### config.mk
export PLATFORM = sky130hd
export DESIGN_NAME = mux_scan_ctrl_flat
export DESIGN_NICKNAME = d
export VERILOG_FILES = /design/src/rtl/mux_scan_ctrl_if.sv /design/src/rtl/mux_scan_ctrl.sv /design/src/flat_wrapper.sv
export SDC_FILE = /design/constraint.sdc
export NUM_CORES = 1
export LEC_CHECK = 0
export ABC_AREA = 1
export CAP_MARGIN = 40
export CORE_ASPECT_RATIO = 1.4
export CORE_MARGIN = 10
export CORE_UTILIZATION = 50
export CTS_CLUSTER_SIZE = 30
export DETAILED_ROUTE_END_ITERATION = 16
export PLACE_DENSITY = 0.77
export SETUP_SLACK_MARGIN = 0.2
export SLEW_MARGIN = 20
export SYNTH_ARGS = -nofsm -noshare
export SYNTH_HDL_FRONTEND = slang
export SYNTH_SLANG_ARGS = --single-unit
### constraint.sdc
create_clock -name clk -period 2.2 [get_ports clk]
set_input_delay 0.44 -clock clk [delete_from_list [all_inputs] [get_ports clk]]
set_output_delay 0.44 -clock clk [all_outputs]
set_load 0.005 [all_outputs]
### src/rtl/mux_scan_ctrl_if.sv
// Bundles the scan handshake and the mux-facing signals of mux_scan_ctrl.
// The slave modport is the sequencer side; the master modport is the controller/mux side.
interface mux_scan_ctrl_if #(
  parameter int chNo   = 4,
  parameter int dwellW = 4,
  parameter int selNo  = $clog2(chNo)
);
  // Handshake: start is a request sampled only while idle (busy=0, done=0).
  // An accepted start raises busy on the same edge. busy stays high until the
  // last channel is captured. done is a single-cycle pulse marking a valid
  // result. start seen while busy or during the done cycle is dropped, not queued.
  logic              start;
  logic [chNo-1:0]   mask;
  logic [dwellW-1:0] dwell;
  logic              y;
  logic [selNo-1:0]  sel;
  logic              ene;
  logic              busy;
  logic              done;
  logic [chNo-1:0]   result;

  modport master (
    output start, mask, dwell, y,
    input  sel, ene, busy, done, result
  );

  modport slave (
    input  start, mask, dwell, y,
    output sel, ene, busy, done, result
  );
endinterface

### src/rtl/mux_scan_ctrl.sv
// Scans a masked set of mux channels in ascending order, holding each for dwell+1 cycles,
// and captures the mux output per channel into a registered result vector.
module mux_scan_ctrl #(
  parameter int chNo   = 4,
  parameter int dwellW = 4,
  parameter int selNo  = $clog2(chNo)
) (
  input  logic                clk,
  input  logic                rst_n,
  mux_scan_ctrl_if.slave      bus,
  output logic [1:0]          state_dbg
);

  typedef enum logic [1:0] {
    IDLE = 2'd0,
    SCAN = 2'd1,
    DONE = 2'd2
  } state_t;

  state_t            state, state_nxt;
  logic [selNo-1:0]  sel_q, sel_nxt;
  logic              ene_q, ene_nxt;
  logic              busy_q, busy_nxt;
  logic              done_q, done_nxt;
  logic [chNo-1:0]   result_q, result_nxt;
  logic [chNo-1:0]   mask_q, mask_nxt;
  logic [dwellW-1:0] dwell_q, dwell_nxt;
  logic [dwellW-1:0] cnt_q, cnt_nxt;

  logic [selNo-1:0]  first_idx;
  logic [selNo-1:0]  next_idx;
  logic              next_found;

  // Descending loops so the last hit is the lowest qualifying index.
  always_comb begin
    first_idx  = '0;
    next_idx   = '0;
    next_found = 1'b0;
    for (int i = chNo - 1; i >= 0; i--) begin
      if (bus.mask[i]) first_idx = selNo'(i);
      if (mask_q[i] && (i > int'(sel_q))) begin
        next_idx   = selNo'(i);
        next_found = 1'b1;
      end
    end
  end

  always_comb begin
    state_nxt  = state;
    sel_nxt    = sel_q;
    ene_nxt    = ene_q;
    busy_nxt   = busy_q;
    done_nxt   = 1'b0;
    result_nxt = result_q;
    mask_nxt   = mask_q;
    dwell_nxt  = dwell_q;
    cnt_nxt    = cnt_q;
    case (state)
      IDLE: begin
        ene_nxt  = 1'b0;
        busy_nxt = 1'b0;
        if (bus.start) begin
          result_nxt = '0;
          if (bus.mask != '0) begin
            mask_nxt  = bus.mask;
            dwell_nxt = bus.dwell;
            cnt_nxt   = bus.dwell;
            sel_nxt   = first_idx;
            ene_nxt   = 1'b1;
            busy_nxt  = 1'b1;
            state_nxt = SCAN;
          end else begin
            done_nxt  = 1'b1;
            state_nxt = DONE;
          end
        end
      end
      SCAN: begin
        if (cnt_q != '0) begin
          cnt_nxt = cnt_q - 1'b1;
        end else begin
          // Sample y on the last hold edge of the channel, then advance or finish.
          result_nxt[sel_q] = bus.y;
          if (next_found) begin
            sel_nxt = next_idx;
            cnt_nxt = dwell_q;
          end else begin
            ene_nxt   = 1'b0;
            busy_nxt  = 1'b0;
            done_nxt  = 1'b1;
            state_nxt = DONE;
          end
        end
      end
      DONE: begin
        state_nxt = IDLE;
      end
      default: begin
        state_nxt = IDLE;
      end
    endcase
  end

  always_ff @(posedge clk or negedge rst_n) begin
    if (!rst_n) begin
      state    <= IDLE;
      sel_q    <= '0;
      ene_q    <= 1'b0;
      busy_q   <= 1'b0;
      done_q   <= 1'b0;
      result_q <= '0;
      mask_q   <= '0;
      dwell_q  <= '0;
      cnt_q    <= '0;
    end else begin
      state    <= state_nxt;
      sel_q    <= sel_nxt;
      ene_q    <= ene_nxt;
      busy_q   <= busy_nxt;
      done_q   <= done_nxt;
      result_q <= result_nxt;
      mask_q   <= mask_nxt;
      dwell_q  <= dwell_nxt;
      cnt_q    <= cnt_nxt;
    end
  end

  assign bus.sel    = sel_q;
  assign bus.ene    = ene_q;
  assign bus.busy   = busy_q;
  assign bus.done   = done_q;
  assign bus.result = result_q;
  assign state_dbg  = state;

endmodule

### src/flat_wrapper.sv
// flat-port wrapper written by rule: the top's interface ports become plain ports
module mux_scan_ctrl_flat 
#(
  parameter int chNo   = 4,
  parameter int dwellW = 4,
  parameter int selNo  = $clog2(chNo)
)
  (clk, rst_n, state_dbg, bus_start, bus_mask, bus_dwell, bus_y, bus_sel, bus_ene, bus_busy, bus_done, bus_result);
  mux_scan_ctrl_if #(.chNo(chNo), .dwellW(dwellW), .selNo(selNo)) bus_i ();
  input  logic clk;
  input  logic rst_n;
  output logic [1:0] state_dbg;
  input wire logic [$bits(bus_i.start)-1:0] bus_start;
  input wire logic [$bits(bus_i.mask)-1:0] bus_mask;
  input wire logic [$bits(bus_i.dwell)-1:0] bus_dwell;
  input wire logic [$bits(bus_i.y)-1:0] bus_y;
  output wire logic [$bits(bus_i.sel)-1:0] bus_sel;
  output wire logic [$bits(bus_i.ene)-1:0] bus_ene;
  output wire logic [$bits(bus_i.busy)-1:0] bus_busy;
  output wire logic [$bits(bus_i.done)-1:0] bus_done;
  output wire logic [$bits(bus_i.result)-1:0] bus_result;
  assign bus_i.start = bus_start;
  assign bus_i.mask = bus_mask;
  assign bus_i.dwell = bus_dwell;
  assign bus_i.y = bus_y;
  assign bus_sel = bus_i.sel;
  assign bus_ene = bus_i.ene;
  assign bus_busy = bus_i.busy;
  assign bus_done = bus_i.done;
  assign bus_result = bus_i.result;
  mux_scan_ctrl #(.chNo(chNo), .dwellW(dwellW), .selNo(selNo)) u_core (.clk(clk), .rst_n(rst_n), .bus(bus_i), .state_dbg(state_dbg));
endmodule
==> reports/summary.txt <==
Status: finished, final reports clean
DR vias/cell: 5.117
Sequential share of power: 34.0%
Synth top area share: 41.96%
Post-Synthesis Cell Area: 0.001252 sq mm
Die Wd: 62.30 um
Sw frac: 46.67%
Arrival @ worst endpoint: 1330 ps
First-pass GRT wire length: 5154 um
CTS tree: done
Area delta synth->final: 21.28%
Critical path buffers and inverters: 1
Most common cell after layout, fill and taps aside: nand2_1
RR Startpoint: u_core.cnt_q[0]
Total track usage: 12.47%
Placed insts: 219
Chip height: 79.22 um
Initial antenna violation count: 0
Hold Crit Class: input port to asynchronous set/reset pin
Final Cell Area: 0.001519 sq mm
Seq/Total Area, Yosys: 41.96%
Final Total Pwr: 0.002108 W
Diode count: 0
Critical path origin: u_core.bus.sel[0]
Critical Path RT: 1760 ps
Reg2Reg Setup Slack: 640 ps
Rows: 21
Most frequent cells in the layout: 55 x nand2_1, 22 x clkdlybuf4s50_1, 21 x dfrtp_1, 18 x inv_1, 12 x nand3_1
Setup Fix Bufs, Post-CTS: 0
Routability cong.: 0.8924
FF+latch count, synth: 21
Highest metal used: met4
Largest family of logic cells by synthesized area: simple AND/OR/NAND/NOR gates
Relative slew slack: 76.45%
Hold buffer count at cts: 0
Metal-1 WL: 1173 um
WP depth: 1
Fin. Hold Viols: 0
Clk network pwr share: 9.2%
Met2 WL: 1600 um
Routed Antenna Nets: 0
PwrDens: 1388 mW/mm^2
Num CTS Buffers: 3
Kind of critical path: flip-flop to output pin
Worst Reg-to-Reg Cells: 9
Synth Area in Adders: 0.9990%
Fin. max-slew vios: 0
Final core utilization: 63.53%
Worst VDD drop: 0.8484 mV
Avg Cell Area, Syn: 7.545 sq um
Sink Count: 21
Xor and xnor fraction of the mapped netlist area: 0%
Later-pin clock latency in the skew report: 310 ps
Warnings from Yosys: 0
Post-route insts no fill: 223
Comb power frac: 56.8%
Syn Inst Count: 166
Internal power: 0.001124 W
Vias in the first global route: 1108
Max frequency: 563.8 MHz
Tcrit/Tclk final: 80.62%
# setup viols final: 0
Clk slew on worst S/H paths: 130 ps
Maxcap violations: 0
Nets: 203
FILL cells: 207
Overflow after GRT: 0
Fin crit period: 1774 ps
Final WL: 2948 um
CP endpoint kind: output pin
Leak: 0.7769 nW
Synth Area in Simple Gates: 40.66%
Die area: 0.004935 sq mm
I/O pin count: 23
Root buffer cell: clkbuf_4
Sw Pwr: 0.0009839 W
PortBufs: 22
Drt drc: 0
RSZ-0062 raised after global routing: false
Worst-margin pin slew: 352.5 ps
Netlist cell types: 22
Core Area: 0.002391 sq mm
Layout cells sized above 1: 13.23%
DR vias: 1141
Crit path max fanout: 6
Slowest stage cell on the critical path: clkdlybuf4s50_1
Resized Gates After CTS: 0
Initial Util: 52.38%
Drt wl/cell: 13.22 um
Slowest stage delay, CP: 550 ps
Placed cell area: 0.001491 sq mm
First-pass DRT Iterations: 4
Multiplexer share of the synthesized area: 0%
Top delay family on crit path: buffers and inverters
DP HPWL: 2297 um
Setup TNS: 0 ps
H-tree depth: 1
Compound-Gate Fraction of Synth Area: 7.692%
Initial drt markers: 31
Crit-path cells: clkdlybuf4s50_1
Layout Skew: 9.908 ps
Mapped Nets: 179
Post-synth top area cell: dfrtp_1
CTS max path bufs: 2
Synth top area cells: dfrtp_1 42%, nand2_1 16%, inv_1 5.4%
Largest net degree at the start of global routing: 22
Worst Setup Start Kind: flip-flop
Metal3 WL: 109 um
-- flip-flops by register name (all words and copies together) (netlist names) --
register / cells
u_core.cnt_q: 4
u_core.bus.result: 4
u_core.dwell_q: 4
u_core.bus.sel: 2
u_core.state_dbg: 2
u_core.bus.ene: 1
u_core.mask_q: 3
u_core.bus.done: 1
-- path summary, 6_finish.rpt --
check	endpoint
max reg2reg	u_core.cnt_q[2]
max	bus_sel[0]
max in group asynchronous	u_core.mask_q[1]
min	u_core.bus.result[2]
min in group clk	u_core.bus.result[0]
min reg2reg	u_core.bus.result[0]
-- cell families after synthesis --
group,count (synthesis)
simple gates,103
buf+inv,24
flops,21
compound gates,17
fa+ha+maj,1
-- metrics by stage --
step	hold WS, ps	setup slack (ps)
floorplan	144.4	861.9
global placement	456.8	407.1
detailed placement	462.0	340.1
CTS	466.3	416.5
global route	465.8	372.7
finish	450.8	426.4
-- cell usage after synthesis --
| master | count |
|---|---|
| inv_1 | 18 |
| buf_6 | 1 |
| nand3_2 | 2 |
| nor2_1 | 11 |
| nand3_1 | 12 |
| nand2_4 | 3 |
| nand3b_1 | 2 |
| dfrtp_1 | 21 |
| buf_2 | 1 |
| o21ai_1 | 11 |
| nand4_1 | 6 |
| nor2_2 | 3 |
| nand2_2 | 5 |
| ha_1 | 1 |
| inv_4 | 1 |
| nand2_1 | 55 |
| o21ai_4 | 1 |
| buf_4 | 2 |
| o21ai_0 | 3 |
| inv_2 | 1 |
| a21oi_1 | 2 |
| nor2_4 | 4 |
-- cell type report --
cell class,instances,area (sq um),share of cell area (%)
inverters,20,77.57,5.107
multi-input cells,121,618.1,40.69
well taps,34,42.54,2.801
clock buffers,3,22.52,1.483
flip-flops and latches,21,525.5,34.60
repair buffers,23,227.7,14.99
clock inverters,1,5.005,0.3295
-- power groups by stage --
| stage | sequential [W] | clock [W] | combinational [W] |
|---|---|---|---|
| 6_report | 0.000717 | 0.000193 | 0.00120 |
| 5_1_grt | 0.000739 | 0.000214 | 0.00136 |
| 4_1_cts | 0.000714 | 0.000197 | 0.00121 |
| 3_5_place_dp | 0.000722 | 0 | 0.00120 |
| 3_3_place_gp | 0.000718 | 0 | 0.00116 |
| 2_1_floorplan | 0.000699 | 0 | 0.000878 |
-- layer usage --
metal	vias up	GRT usage, %
met1	535	13.43
met5	-	0
met3	7	2.388
li1	574	-
met2	25	23.15
met4	0	5.381
(Power assumes the default switching activity.)
